==> src/rtl/cache_ctrl_fsm.sv <==
// Request-side controller for a 4-way, 128-set tag array: one CPU request at a time,
// tag lookup, tree-PLRU victim choice, and write-through / read-allocate memory handshake.
module cache_ctrl_fsm #(
  parameter int ADDR_BITS   = 32,
  parameter int TAG_BITS    = 19,
  parameter int INDEX_BITS  = 7,
  parameter int OFFSET_BITS = 6,
  parameter int NUM_SETS    = 128
) (
  input  logic                  clk,
  input  logic                  rst_n,
  input  logic                  cpu_req_valid,
  output logic                  cpu_req_ready,
  input  logic [ADDR_BITS-1:0]  cpu_req_addr,
  input  logic                  cpu_req_we,
  output logic                  cpu_resp_valid,
  output logic                  cpu_resp_hit,
  output logic [1:0]            cpu_resp_way,
  output logic [INDEX_BITS-1:0] ta_set_index,
  output logic [TAG_BITS-1:0]   ta_tag,
  output logic                  ta_read,
  output logic                  ta_write_enable,
  output logic [1:0]            ta_update_way,
  input  logic                  ta_hit,
  input  logic [1:0]            ta_way,
  output logic                  mem_req_valid,
  input  logic                  mem_req_ready,
  output logic                  mem_req_we,
  output logic [ADDR_BITS-1:0]  mem_req_addr,
  input  logic                  mem_resp_valid
);

  typedef enum logic [2:0] {
    S_IDLE, S_LOOKUP, S_MEM_REQ, S_MEM_WAIT, S_FILL, S_RESP
  } state_t;

  state_t                 state_q, state_d;
  logic [ADDR_BITS-1:0]   addr_q, addr_d;
  logic                   we_q, we_d;
  logic                   hit_q, hit_d;
  logic [1:0]             way_q, way_d;
  logic                   run_q;
  logic [2:0]             plru_q [NUM_SETS];
  logic                   plru_we;
  logic [2:0]             plru_wdata;
  logic [2:0]             plru_cur;

  function automatic logic [1:0] plru_victim(input logic [2:0] b);
    return b[0] ? (b[2] ? 2'd3 : 2'd2) : (b[1] ? 2'd1 : 2'd0);
  endfunction

  function automatic logic [2:0] plru_touch(input logic [2:0] b, input logic [1:0] w);
    logic [2:0] r;
    r    = b;
    r[0] = ~w[1];
    if (!w[1]) r[1] = ~w[0];
    else       r[2] = ~w[0];
    return r;
  endfunction

  assign ta_set_index = addr_q[OFFSET_BITS +: INDEX_BITS];
  assign ta_tag       = addr_q[ADDR_BITS-1 -: TAG_BITS];
  assign plru_cur     = plru_q[ta_set_index];

  // way_q doubles as the latched victim on a read miss, so FILL and RESP share it
  always_comb begin
    state_d         = state_q;
    addr_d          = addr_q;
    we_d            = we_q;
    hit_d           = hit_q;
    way_d           = way_q;
    plru_we         = 1'b0;
    plru_wdata      = plru_cur;
    cpu_req_ready   = 1'b0;
    cpu_resp_valid  = 1'b0;
    cpu_resp_hit    = 1'b0;
    cpu_resp_way    = 2'd0;
    ta_read         = 1'b0;
    ta_write_enable = 1'b0;
    ta_update_way   = 2'd0;
    mem_req_valid   = 1'b0;
    mem_req_we      = 1'b0;
    mem_req_addr    = '0;
    case (state_q)
      S_IDLE: begin
        cpu_req_ready = run_q;
        if (cpu_req_valid && run_q) begin
          addr_d  = cpu_req_addr;
          we_d    = cpu_req_we;
          state_d = S_LOOKUP;
        end
      end
      S_LOOKUP: begin
        ta_read = 1'b1;
        hit_d   = ta_hit;
        way_d   = ta_hit ? ta_way : (we_q ? 2'd0 : plru_victim(plru_cur));
        if (ta_hit) begin
          plru_we    = 1'b1;
          plru_wdata = plru_touch(plru_cur, ta_way);
        end
        state_d = (ta_hit && !we_q) ? S_RESP : S_MEM_REQ;
      end
      S_MEM_REQ: begin
        mem_req_valid = 1'b1;
        mem_req_we    = we_q;
        mem_req_addr  = we_q ? addr_q
                             : {addr_q[ADDR_BITS-1:OFFSET_BITS], {OFFSET_BITS{1'b0}}};
        if (mem_req_ready) state_d = S_MEM_WAIT;
      end
      S_MEM_WAIT: begin
        if (mem_resp_valid) state_d = we_q ? S_RESP : S_FILL;
      end
      S_FILL: begin
        ta_write_enable = 1'b1;
        ta_update_way   = way_q;
        plru_we         = 1'b1;
        plru_wdata      = plru_touch(plru_cur, way_q);
        state_d         = S_RESP;
      end
      S_RESP: begin
        cpu_resp_valid = 1'b1;
        cpu_resp_hit   = hit_q;
        cpu_resp_way   = way_q;
        state_d        = S_IDLE;
      end
      default: state_d = S_IDLE;
    endcase
  end

  // run_q holds ready low during reset and for the release cycle
  always_ff @(posedge clk or negedge rst_n) begin
    if (!rst_n) begin
      state_q <= S_IDLE;
      addr_q  <= '0;
      we_q    <= 1'b0;
      hit_q   <= 1'b0;
      way_q   <= 2'd0;
      run_q   <= 1'b0;
    end else begin
      state_q <= state_d;
      addr_q  <= addr_d;
      we_q    <= we_d;
      hit_q   <= hit_d;
      way_q   <= way_d;
      run_q   <= 1'b1;
    end
  end

  for (genvar gi = 0; gi < NUM_SETS; gi++) begin : g_plru
    always_ff @(posedge clk or negedge rst_n) begin
      if (!rst_n)
        plru_q[gi] <= 3'b000;
      else if (plru_we && ta_set_index == INDEX_BITS'(gi))
        plru_q[gi] <= plru_wdata;
    end
  end

endmodule
==> config.mk <==
export PLATFORM = sky130hd
export DESIGN_NAME = cache_ctrl_fsm
export DESIGN_NICKNAME = d
export VERILOG_FILES = /design/src/rtl/cache_ctrl_fsm.sv
export SDC_FILE = /design/constraint.sdc
export NUM_CORES = 1
export LEC_CHECK = 0
export BUFFER_PORTS_ARGS = -buffer_cell sky130_fd_sc_hd__buf_2
export CAP_MARGIN = 0
export CORE_ASPECT_RATIO = 1.75
export CORE_MARGIN = 8
export CORE_UTILIZATION = 55
export CTS_BUF_LIST = sky130_fd_sc_hd__clkbuf_4
export DETAILED_ROUTE_END_ITERATION = 7
export PLACE_DENSITY = 0.73
export REMOVE_ABC_BUFFERS = 1
export SYNTH_ARGS = -nofsm -noshare
export SYNTH_HDL_FRONTEND = slang
export SYNTH_SLANG_ARGS = --single-unit
==> constraint.sdc <==
create_clock -name clk -period 4.2 [get_ports clk]
set_clock_uncertainty 0.1 [all_clocks]
set_input_delay 0.84 -clock clk [delete_from_list [all_inputs] [get_ports clk]]
set_output_delay 0.84 -clock clk [all_outputs]
set_load 0.05 [all_outputs]
==> out/metrics.yaml, run 1 <==
fp.dieH_um: 268
grt_pass1_vias: 16100
fmax_mhz: 267
async_flop_share: 1.00
wirelength_um: 58200
die_w_um: 160
yosys.area.top_type: "dfrtp_1"
numClockSinks: 424
die_area_um2: 42800
finalCritPeriodShare: 0.893
initial_utilization: 0.556
gp_congestion: 0.951
nNetsFinal: 2100
synthMuxAreaShare: 0.138
synth-edff-count: 0
synth_area_um2: 19900
first_iter_violations: 1300
setup_viol: 0
combPwrFrac: 0.452
syn_inst: 1942
rows: 92
cts_buffers: 94
peakVddDrop_v: 0.000625
synthFlopType: "dfrtp_1"
crit_type: "reg2reg"
grt_max_degree: 94
placed_area_um2: 20700
synthAdderAreaFrac: 0
worstPathRequired_ps: 4720
final_area_um2: 21900
syn_avg_cell_area_um2: 10.2
ant_nets: 0
ys_seq_area_frac: 0.533
synthTopCellsByCount: "nor2_1, dfrtp_1, a21oi_1"
cp-start-kind: "register"
insertion_delay_ps: 800
cap_violations: 0
min_period_ps: 3750
dpl.hpwl_um: 41100
p_sw_uw: 8050
via_per_inst: 5.96
area_delta_synth_final_pct: 10.1
synth.most_common_cell: "nor2_1"
end_kind: "register"
seqPwrFrac: 0.371
io-pin-count: 110
antenna_found_initial: 2
synthXorXnorAreaFrac: 0
drtPass1Iterations: 7
outcome: "finished, final reports clean"
grt_pass1_wl_um: 91200
min_path_type: "in2reg"
numPortBuffers: 109
arrival_ps: 4280
pwr-share-clk: 0.178
finalHoldViolations: 0
grt_usage: 0.276
root_buffer: "clkbuf_4"
yosysUniqueCellTypes: 53
cts_setup_buffers: 0
cts_resized: 0
vias: 15500
drc: 0
yosys_warnings: 0
cts_tree: "done"
drv_slew: 0
drt-wirelength-per-cell_um: 22.4
drive_gt1_frac: 0.209
postCtsHoldBufs: 1
ys_ff_latch: 424
synth-compound-area-share: 0.122
leakage_uw: 0.0101
tightest_slew_ps: 1200
grt_overflow: 0
rsz0062_at_grt: "false"
swShare: 0.445
internal_power_uw: 10000
synth_top_area_frac: 0.533
coreArea_um2: 35800
synth_top_family_by_area: "simple AND/OR/NAND/NOR gates"
hold_ws_ps: 180
power_density_nw_per_um2: 827
synth.area.top_cells: "dfrtp_1, mux4_2, nor2_1"
critPathMaxFanout: 72
synth_simple_gate_area_frac: 0.157
clockBufferDepth: 3
clkSlewWorstSetupHoldPaths_ps: 70
maxSlewHeadroom: 0.195
h-tree-depth: 3
metrics by stage:
step                utilization  setup slack, ps  cells  power [uW]  setup TNS [ps]
floorplan                     -            -6970   1798       11700        -2226860
global placement          0.578              576   2432       14600               0
detailed placement        0.578              484   2432       14900               0
CTS                       0.611              456   2593       18100               0
global route              0.612              315   2595       19000               0
finish                    0.612              448   2595       18100               0
cells by family after synthesis:
logic type,Yosys count
and+or+nand+nor,745
AOI/OAI and AO/OA,455
DFF,424
muxes,167
buffers and inverters,150
other,1
final timing paths:
| kind | startpoint | to | slack [ps] | depth (start not counted) |
|---|---|---|---|---|
| min in group asynchronous | rst_n | addr_q[7] | 580 | 2 |
| setup / recovery | addr_q[6] | plru_q[255] | 450 | 10 |
| setup reg to reg | addr_q[6] | plru_q[255] | 450 | 10 |
| hold / removal | cpu_req_we | we_q | 180 | 3 |
| max in group asynchronous | rst_n | plru_q[34] | 2370 | 3 |
| hold reg to reg | plru_q[374] | plru_q[374] | 390 | 2 |
power groups by stage:
| stage | combinational (uW) | sequential [uW] | clock [uW] |
|---|---|---|---|
| floorplan | 4570 | 7100 | 0 |
| global placement | 7970 | 6640 | 0 |
| detailed placement | 8130 | 6750 | 0 |
| CTS | 8140 | 6680 | 3270 |
| global route | 8710 | 6850 | 3470 |
| finish | 8180 | 6710 | 3210 |
state kept, by name, indices dropped and copies added, names as in the netlist:
signal   cells
plru_q     384
addr_q      32
state_q      3
way_q        2
hit_q        1
run_q        1
we_q         1
cell usage in the layout (no fill, tap or decap), drive strengths merged, types with 3 or more instances in the layout:
cell type,n
a21oi,349
mux2,35
nand4,3
o22ai,3
and2,33
nor3b,3
a22oi,18
dfrtp,424
o211ai,3
nand3,15
and3,12
mux2i,49
inv,6
buf,164
or3,11
nor3,34
a31oi,9
nor2,473
or2,3
mux4,83
clkbuf,141
nand2b,15
nand2,127
nor2b,13
clkinv,16
o21ai,57
final cells by class:
cell class	count	area, um^2
antenna	2	5.00
clock buffer	141	1060
clock inverter	19	129
fill	2909	13900
inverter	6	22.5
multi-input combinational	1368	8340
sequential	424	10600
tap	470	588
timing repair buffer	165	1130
per-layer routing:
layer | wire length, um | track usage | vias up
li1 | - | - | 7013
met1 | 20000 | 0.294 | 7509
met2 | 29800 | 0.479 | 735
met5 | 0 | 0 | -
met3 | 4140 | 0.0580 | 219
met4 | 4260 | 0.204 | 0
worst max-delay path, stage by stage (launching register included):
cell      delay (ps)
dfrtp_4          580
buf_4            450
mux4_2           560
mux2i_1          290
mux4_2           350
nor2_1            70
o32ai_2          220
mux2i_1          190
a21boi_4         260
buf_12           310
a21oi_1          130
(Power assumes the default switching activity.)
==> run 2, diff against run 1 <==
--- a/config.mk
+++ b/config.mk
@@ -13,6 +13,7 @@
 export CTS_BUF_LIST = sky130_fd_sc_hd__clkbuf_4
 export DETAILED_ROUTE_END_ITERATION = 7
 export PLACE_DENSITY = 0.73
+export RECOVER_POWER = 100
 export REMOVE_ABC_BUFFERS = 1
 export SYNTH_ARGS = -nofsm -noshare
 export SYNTH_HDL_FRONTEND = slang
==> out/metrics.yaml, run 2 (synthesized netlist as in run 1, its figures left out) <==
outcome: "finished with violations"
violations: "capacitance limit, slew limit"
total_power_uw: 17900
min_period_ps: 3960
clkSlewWorstSetupHoldPaths_ps: 70
area_delta_synth_final_pct: 9.36
root_buffer: "clkbuf_4"
power_density_nw_per_um2: 825
nNetsFinal: 2100
tightest_slew_ps: 2480
h-tree-depth: 3
finalHoldViolations: 0
fp.dieH_um: 268
swShare: 0.445
fmax_mhz: 253
leakage_uw: 0.00985
maxSlewHeadroom: -0.656
critical-path-max-stage-delay_ps: 1020
die_area_um2: 42800
finalCritPeriodShare: 0.943
insertion_delay_ps: 790
drc: 0
p_sw_uw: 7990
first_iter_violations: 1211
rows: 92
crit_chain: "mux4_2 -> mux2i_1 -> o21ai_0 -> or3_1 -> a21oi_1 -> a41oi_1 -> a21oi_1 -> buf_12 -> o21ai_0"
crit_type: "reg2reg"
drt-wirelength-per-cell_um: 22.4
pwr-share-clk: 0.179
setup_viol: 0
grt_pass1_wl_um: 91200
worstPathRequired_ps: 4740
end_kind: "register"
peakVddDrop_v: 0.000605
wirelength_um: 58300
rsz0062_at_grt: "false"
combPwrFrac: 0.447
num-fill-cells: 2958
arrival_ps: 4500
place_ws_ps: 484
internal_power_uw: 9950
grt_pass1_vias: 16100
dpl.hpwl_um: 41100
critPathMaxFanout: 64
layout.cells.most_common_list: "nor2_1, dfrtp_1, a21oi_1"
cts_tree: "done"
io-pin-count: 110
vias: 15500
seqPwrFrac: 0.374
grt_usage: 0.276
min_path_type: "in2reg"
placed_area_um2: 20700
coreArea_um2: 35800
gp_congestion: 0.951
worst-path-buf-inv: 1
final_area_um2: 21800
largest_register_ff_count: 384
initial_utilization: 0.556
clockBufferDepth: 3
cp_top_family: "flip-flops"
grt_overflow: 0
cts_buffers: 94
ant_nets: 0
cp-start-kind: "register"
drive_gt1_frac: 0.174
grt_max_degree: 94
crit_slowest_cell: "dfrtp_1"
final_common_cell: "nor2_1"
reg_top3: "plru_q x384, addr_q x32, state_q x3"
largest-register: "plru_q"
cap_violations: 2
numClockSinks: 424
antenna_found_initial: 2
drtPass1Iterations: 8
setup_ws_ps: 241
utilization: 0.608
numPortBuffers: 109
via_per_inst: 5.96
cts_setup_buffers: 0
die_w_um: 160
drv_slew: 126
==> run 2: changes by cell type in the layout (fill, tap and decap cells not counted), moves of 2 or more <==
| cell | before | now |
|---|---|---|
| buf_2 | 108 | 43 |
| o21ai_1 | 41 | 6 |
| clkbuf_1 | 0 | 66 |
| inv_2 | 2 | 0 |
| inv_1 | 4 | 6 |
| buf_4 | 43 | 38 |
| o21ai_0 | 16 | 51 |
| clkbuf_2 | 0 | 5 |
==> run 2: per-layer routing <==
layer | share of wire | GRT usage | up-vias
met3 | 0.071 | 0.0580 | 214
li1 | - | - | 7000
met4 | 0.072 | 0.204 | 0
met5 | 0 | 0 | -
met2 | 0.51 | 0.479 | 724
met1 | 0.35 | 0.294 | 7519
==> run 2: timing repair <==
action / in CTS / in global routing
endpoints found under the hold margin: 35 / 0
hold buffers: 1 / 0
gates resized for setup: 0 / 0
==> run 2: worst paths after layout <==
kind	slack [ps]	depth (start not counted)	endpoint	from
max in group asynchronous	770	3	plru_q[28]	rst_n
min in group asynchronous	1250	2	plru_q[331]	rst_n
worst max register to register	240	9	plru_q[172]	addr_q[8]
worst min register to register	380	2	plru_q[374]	plru_q[374]
worst max-delay path	240	9	plru_q[172]	addr_q[8]
worst min-delay path	180	3	we_q	cpu_req_we
==> run 2: per-stage QoR <==
| step | hold slack (ps) | std cells | setup TNS, ps |
|---|---|---|---|
| 6_report | 181 | 2595 | 0 |
| 4_1_cts | 130 | 2593 | 0 |
| 3_5_place_dp | 371 | 2432 | 0 |
| 5_1_grt | 163 | 2595 | 0 |
| 2_1_floorplan | 338 | 1798 | -2226860 |
| 3_3_place_gp | 358 | 2432 | 0 |
==> run 2: worst register-to-register path, delay by kind of cell (launching register included) <==
kind / cells / cell delay (ps)
simple gates: 1 / 400
compound gates: 5 / 1080
mux: 2 / 900
buf+inv: 1 / 340
flops: 1 / 1020
==> run 2: power groups by stage <==
| stage | Clock, uW | Sequential [uW] | Combinational (uW) |
|---|---|---|---|
| CTS | 3270 | 6680 | 8140 |
| finish | 3210 | 6710 | 8030 |
| global route | 3470 | 6850 | 8580 |
| floorplan | 0 | 7100 | 4570 |
| detailed placement | 0 | 6750 | 8130 |
| global placement | 0 | 6640 | 7970 |
==> run 2: area by class of cell <==
cell class                      count  area [um^2]  area share
Inverter                            6         22.5     0.00104
Clock inverter                     19          129     0.00592
Tap cell                          470          588      0.0270
Clock buffer                      141         1060      0.0487
Timing Repair Buffer              165         1020      0.0470
Sequential cell                   424        10600       0.488
Antenna cell                        2         5.00    0.000230
Multi-Input combinational cell   1368         8310       0.382
